### src/rtl/serv_ibus_prefetch.sv
// ============================================================================
// serv_ibus_prefetch
// ----------------------------------------------------------------------------
// Single-entry instruction prefetch buffer. It sits between the core's
// instruction-bus request port and the external Wishbone instruction bus.
// After the instruction at address A is delivered, the block speculatively
// fetches A+4. If the core then asks for A+4 sequentially, the request is
// answered in one cycle. A non-sequential request (jump, trap) waits for the
// outstanding speculative access to finish, throws its data away and then
// issues a demand fetch.
//
// Parameters
//   PREFETCH   1: speculative fetch of A+4 enabled
//              0: registered pass-through, demand fetches only
//
// Ports
//   clk         clock, all state updates on the rising edge
//   i_rst_n     asynchronous active-low reset
//   i_cpu_cyc   core fetch request, held high until o_cpu_ack
//   i_cpu_adr   fetch address (word aligned, stable while i_cpu_cyc is high)
//   o_cpu_ack   single-cycle pulse, o_cpu_rdt valid (decoder fetch enable)
//   o_cpu_rdt   instruction word, held until the next ack
//   i_inv       invalidate the buffer (fence.i / trap entry)
//   o_wb_cyc    Wishbone cycle/strobe
//   o_wb_adr    Wishbone address
//   i_wb_rdt    Wishbone read data
//   i_wb_ack    Wishbone acknowledge (ignored while o_wb_cyc is low)
// ============================================================================
module serv_ibus_prefetch #(
    parameter bit PREFETCH = 1'b1
) (
    input  logic        clk,
    input  logic        i_rst_n,
    // core side
    input  logic        i_cpu_cyc,
    input  logic [31:0] i_cpu_adr,
    output logic        o_cpu_ack,
    output logic [31:0] o_cpu_rdt,
    input  logic        i_inv,
    // Wishbone side
    output logic        o_wb_cyc,
    output logic [31:0] o_wb_adr,
    input  logic [31:0] i_wb_rdt,
    input  logic        i_wb_ack
);

    // IDLE   : no bus cycle, the buffer may hold the next instruction
    // DEMAND : bus cycle on behalf of a waiting core request
    // SPEC   : speculative fetch of the word after the last delivered one
    // STALE  : speculative fetch still in flight but no longer wanted;
    //          its data is dropped and a demand fetch follows
    typedef enum logic [1:0] {
        ST_IDLE   = 2'd0,
        ST_DEMAND = 2'd1,
        ST_SPEC   = 2'd2,
        ST_STALE  = 2'd3
    } state_t;

    state_t      state_q,     state_d;
    logic        wb_cyc_q,    wb_cyc_d;
    logic [31:0] wb_adr_q,    wb_adr_d;
    logic        cpu_ack_q,   cpu_ack_d;
    logic [31:0] cpu_rdt_q,   cpu_rdt_d;
    logic        buf_valid_q, buf_valid_d;
    logic [31:0] buf_adr_q,   buf_adr_d;
    logic [31:0] buf_data_q,  buf_data_d;
    // Set when an invalidate hits while a speculative fetch is in flight and
    // no request is waiting; the returning data must not be used.
    logic        spec_inv_q,  spec_inv_d;

    // The core only drops cyc combinationally on our ack, so the request
    // line is still high during the ack cycle. Masking it here prevents the
    // same request from being served twice.
    logic        cpu_req;
    logic [31:0] wb_adr_inc;
    logic [31:0] buf_adr_inc;
    logic        buf_hit;
    logic        spec_stale;
    logic        spec_match;

    assign cpu_req     = i_cpu_cyc & ~cpu_ack_q;
    // Plain 32-bit addition: 0xFFFFFFFC + 4 wraps to 0.
    assign wb_adr_inc  = wb_adr_q + 32'd4;
    assign buf_adr_inc = buf_adr_q + 32'd4;

    // An invalidate in the same cycle overrides a hit.
    assign buf_hit     = cpu_req & buf_valid_q & (i_cpu_adr == buf_adr_q) & ~i_inv;

    // The in-flight speculative word is usable only if nothing invalidated
    // it since it was issued (including this cycle).
    assign spec_stale  = spec_inv_q | i_inv;
    assign spec_match  = cpu_req & (i_cpu_adr == wb_adr_q) & ~spec_stale;

    // ------------------------------------------------------------------------
    // Next-state and output logic
    // ------------------------------------------------------------------------
    always_comb begin
        state_d     = state_q;
        wb_cyc_d    = wb_cyc_q;
        wb_adr_d    = wb_adr_q;
        cpu_ack_d   = 1'b0;
        cpu_rdt_d   = cpu_rdt_q;
        buf_valid_d = buf_valid_q;
        buf_adr_d   = buf_adr_q;
        buf_data_d  = buf_data_q;
        spec_inv_d  = spec_inv_q;

        if (i_inv) begin
            buf_valid_d = 1'b0;
        end

        unique case (state_q)
            ST_IDLE: begin
                spec_inv_d = 1'b0;
                if (cpu_req) begin
                    if (buf_hit) begin
                        cpu_ack_d   = 1'b1;
                        cpu_rdt_d   = buf_data_q;
                        buf_valid_d = 1'b0;
                        if (PREFETCH) begin
                            state_d  = ST_SPEC;
                            wb_cyc_d = 1'b1;
                            wb_adr_d = buf_adr_inc;
                        end
                    end else begin
                        state_d     = ST_DEMAND;
                        wb_cyc_d    = 1'b1;
                        wb_adr_d    = i_cpu_adr;
                        buf_valid_d = 1'b0;
                    end
                end
            end

            ST_DEMAND: begin
                if (i_wb_ack) begin
                    cpu_ack_d = 1'b1;
                    cpu_rdt_d = i_wb_rdt;
                    if (PREFETCH) begin
                        // Keep cyc high and move straight on to the next word.
                        state_d    = ST_SPEC;
                        wb_adr_d   = wb_adr_inc;
                        spec_inv_d = 1'b0;
                    end else begin
                        state_d  = ST_IDLE;
                        wb_cyc_d = 1'b0;
                    end
                end
            end

            ST_SPEC: begin
                if (i_wb_ack) begin
                    spec_inv_d = 1'b0;
                    if (spec_match) begin
                        // Core already wants this word: forward it directly
                        // and chain the next speculative fetch.
                        cpu_ack_d = 1'b1;
                        cpu_rdt_d = i_wb_rdt;
                        wb_adr_d  = wb_adr_inc;
                    end else if (cpu_req) begin
                        // Wrong word (or invalidated): drop the data and
                        // re-address without releasing cyc.
                        state_d  = ST_DEMAND;
                        wb_adr_d = i_cpu_adr;
                    end else if (spec_stale) begin
                        state_d  = ST_IDLE;
                        wb_cyc_d = 1'b0;
                    end else begin
                        state_d     = ST_IDLE;
                        wb_cyc_d    = 1'b0;
                        buf_valid_d = 1'b1;
                        buf_adr_d   = wb_adr_q;
                        buf_data_d  = i_wb_rdt;
                    end
                end else if (cpu_req && !spec_match) begin
                    state_d = ST_STALE;
                end else if (i_inv) begin
                    spec_inv_d = 1'b1;
                end
            end

            ST_STALE: begin
                spec_inv_d = 1'b0;
                if (i_wb_ack) begin
                    if (cpu_req) begin
                        state_d  = ST_DEMAND;
                        wb_adr_d = i_cpu_adr;
                    end else begin
                        state_d  = ST_IDLE;
                        wb_cyc_d = 1'b0;
                    end
                end
            end

            default: begin
                state_d  = ST_IDLE;
                wb_cyc_d = 1'b0;
            end
        endcase
    end

    // ------------------------------------------------------------------------
    // State registers
    // ------------------------------------------------------------------------
    always_ff @(posedge clk or negedge i_rst_n) begin
        if (!i_rst_n) begin
            state_q     <= ST_IDLE;
            wb_cyc_q    <= 1'b0;
            wb_adr_q    <= 32'd0;
            cpu_ack_q   <= 1'b0;
            cpu_rdt_q   <= 32'd0;
            buf_valid_q <= 1'b0;
            buf_adr_q   <= 32'd0;
            buf_data_q  <= 32'd0;
            spec_inv_q  <= 1'b0;
        end else begin
            state_q     <= state_d;
            wb_cyc_q    <= wb_cyc_d;
            wb_adr_q    <= wb_adr_d;
            cpu_ack_q   <= cpu_ack_d;
            cpu_rdt_q   <= cpu_rdt_d;
            buf_valid_q <= buf_valid_d;
            buf_adr_q   <= buf_adr_d;
            buf_data_q  <= buf_data_d;
            spec_inv_q  <= spec_inv_d;
        end
    end

    assign o_cpu_ack = cpu_ack_q;
    assign o_cpu_rdt = cpu_rdt_q;
    assign o_wb_cyc  = wb_cyc_q;
    assign o_wb_adr  = wb_adr_q;

endmodule

### config.mk
export PLATFORM = sky130hd
export DESIGN_NAME = serv_ibus_prefetch
export DESIGN_NICKNAME = d
export VERILOG_FILES = /design/src/rtl/serv_ibus_prefetch.sv
export SDC_FILE = /design/constraint.sdc
export NUM_CORES = 1
export LEC_CHECK = 0
export BUFFER_PORTS_ARGS = -buffer_cell sky130_fd_sc_hd__buf_2
export CAP_MARGIN = 0
export CORE_MARGIN = 2
export CORE_UTILIZATION = 40
export DETAILED_ROUTE_END_ITERATION = 16
export GPL_ROUTABILITY_DRIVEN = 0
export SLEW_MARGIN = 40
export SYNTH_ARGS = -nofsm -noshare
export SYNTH_HDL_FRONTEND = slang
export SYNTH_SLANG_ARGS = --single-unit
### constraint.sdc
create_clock -name clk -period 3.9 [get_ports clk]
set_input_delay 0.78 -clock clk [delete_from_list [all_inputs] [get_ports clk]]
set_output_delay 0.78 -clock clk [all_outputs]
set_load 0.02 [all_outputs]
==> impl_metrics.tcl <==
set metrics [dict create \
    skew_ns 0.0152 \
    synth_area_leaders "dfrtp_1 40%, mux2_2 14%, xor2_1 6.4%" \
    hold_path_class "input pin to async pin" \
    synth-seq-cells 134 \
    pwr-share-comb 0.508 \
    synthDominantAreaCellType "dfrtp_1" \
    dominantRegCellSynth "dfrtp_1" \
    clock_latency_ns 0.43 \
    syn-cell-area_sq_mm 0.00835 \
    grt_overflow 0 \
    hold_buffers 0 \
    fin_crit_sh 0.854 \
    final_cells 1214 \
    grt.total_usage 0.227 \
    die_x_um 148 \
    rsz0062_at_grt "false" \
    core_area_sq_mm 0.0204 \
    yosysWarningCount 0 \
    cts.clk_slew.worst_paths_ns 0.07 \
    synthArstFlopShare 1.00 \
    ys_seq_area_frac 0.402 \
    p_switching_uw 3810 \
    powerDensity_mw_per_mm2 891 \
    cts-resized-gates 0 \
    synth-edff-count 0 \
    synthToLayoutAreaGrowth_pct 18.9 \
    clock_sinks 134 \
    maxSlewViolCount 0 \
    start_util 0.410 \
    synth_top_area_frac 0.402 \
    final_cell_mix "134 x dfrtp_1, 133 x buf_2, 105 x mux2_2" \
    swShare 0.431 \
    cap_violations 0 \
    finalSetupViolCount 0 \
    critPathMaxFanout 9 \
    fin_crit_ns 3.33 \
    grt_pass1_vias 6673 \
    grt_max_degree 61 \
    cp-end-kind "flip-flop" \
    critPathKind "flip-flop to flip-flop" \
    io_pins 135 \
    relSlewSlack 0.478 \
    p_leak_uw 0.00454 \
    vdd_drop_max_mv 0.493 \
    synth_nets 879 \
    cts_buffer_depth 2 \
    final_util 0.487 \
    hold_violations 0 \
    ys_types 60 \
    status "completed" \
    fin_hold_ws_ns 0.315 \
    dr.pass1.iters 5 \
    numCtsBuffers 17 \
    p_seq_frac 0.314 \
    grt_first_pass_wirelength_mm 38.5 \
    drive_gt1_frac 0.359 \
    portBuffers 134 \
    placed_cells 1180 \
    placed_area_sq_mm 0.00935 \
    syn-mean-instance-area_sq_um 10.4 \
    register_area_sq_mm 0.00335 \
    drt_wl_total_mm 24.6 \
    vias_per_cell 5.67 \
    critPathRequiredTime_ns 4.20 \
    ant_nets 0 \
    cts_root_buf "clkbuf_16" \
    hpwlAfterDp_mm 17.8 \
    fill_cells 1924 \
    post-cts-setup-buffers 0 \
    syn_inst 803 \
    setup.worst_path.start_class "flip-flop" \
    max_freq_ghz 0.300 \
    die_h_um 148 \
    drt_iter0_drc 509 \
    cp.arrival_ns 3.63 \
    htree_num_levels 4 \
    cts_tree "yes" \
    multi_input_area_sq_mm 0.00471 \
    final_common_cell "dfrtp_1" \
    dieArea_sq_mm 0.0220 \
    num_vias 6880 \
    core.rowCount 52 \
    fin_setup_tns_ns 0 \
    stdcell_area_sq_mm 0.00992 \
    antenna_found_initial 3 \
    clkPwrFrac 0.178 \
    final_nets 1005 \
    worstMarginPinSlew_ns 0.776 \
    wl_per_cell_um 20.2 \
    drc 0 \
    intPower_uw 5030 \
]
-- per-layer routing --
| layer | routed length, um | up-vias | GRT usage |
|---|---|---|---|
| met5 | 13 | - | 0 |
| met4 | 652 | 2 | 0.0757 |
| met3 | 2180 | 43 | 0.0681 |
| met2 | 11100 | 317 | 0.347 |
| met1 | 10600 | 3342 | 0.309 |
| li1 | - | 3176 | - |
-- critical path, stage by stage (launching register included) --
cell	delay, ns
dfrtp_1	0.48
xnor2_1	0.31
nand4_1	0.11
or4_1	0.54
or4_1	0.74
a31oi_2	0.40
nand2_1	0.24
a221oi_1	0.28
a21oi_1	0.10
-- flip-flops by register name, summed over array words and instances, names as in the netlist --
name / count
buf_valid_q: 1
buf_adr_q: 32
spec_inv_q: 1
state_q: 2
o_cpu_rdt: 32
o_wb_adr: 32
o_wb_cyc: 1
buf_data_q: 32
o_cpu_ack: 1
-- synthesized netlist by cell type (16+ instances only) --
master	instances
dfrtp_1	134
mux2_2	105
xor2_1	61
nand2_1	50
clkbuf_1	44
xnor2_1	40
nor2_1	39
nand3_1	34
o21ai_0	32
mux2_4	30
nand4_1	24
inv_1	18
a21oi_1	17
nor4_1	16
-- power groups by stage --
stage	Sequential [uW]	Combinational, uW	Clock (uW)
after floorplan	2890	3030	0
after global placement	2770	4420	0
after detailed placement	2780	4470	0
after CTS	2770	4480	1610
after global routing	2880	4850	1660
final	2780	4500	1570
-- path summary, 6_finish.rpt --
path	from	end	slack (ns)	depth (start not counted)
min	i_rst_n	o_wb_adr[5]$_DFFE_PN0P_	0.32	1
max reg2reg	o_wb_adr[25]$_DFFE_PN0P_	o_wb_adr[12]$_DFFE_PN0P_	0.57	8
max	o_wb_adr[25]$_DFFE_PN0P_	o_wb_adr[12]$_DFFE_PN0P_	0.57	8
min in group clk	buf_data_q[2]$_DFFE_PN0P_	buf_data_q[2]$_DFFE_PN0P_	0.50	1
min reg2reg	buf_data_q[2]$_DFFE_PN0P_	buf_data_q[2]$_DFFE_PN0P_	0.50	1
max in group asynchronous	i_rst_n	o_cpu_rdt[4]$_DFFE_PN0P_	2.72	2
-- area by class of cell --
class	count	area share
clock inverter	14	0.0129
multi-input combinational	598	0.475
antenna	2	0.000504
inverter	18	0.00681
timing repair buffer	160	0.0891
sequential	134	0.338
clock buffer	18	0.0443
tap	270	0.0340
-- cells by family after synthesis --
group / count (synthesis) / synth area share
adders and majority gates: 7 / 0.0105
and+or+nand+nor: 218 / 0.134
AOI/OAI and AO/OA: 127 / 0.105
xor gates and xnor gates: 101 / 0.106
muxes: 145 / 0.208
buffers and inverters: 71 / 0.0352
DFF: 134 / 0.402
-- per-stage QoR --
| stage | total power, uW | setup WS (ns) |
|---|---|---|
| after floorplan | 5910 | 0.702 |
| after global placement | 7190 | 0.242 |
| after detailed placement | 7250 | 0.189 |
| after CTS | 8860 | 0.597 |
| after global routing | 9400 | 0.287 |
| final | 8840 | 0.568 |
No activity file was read; power rests on OpenSTA's default activity.
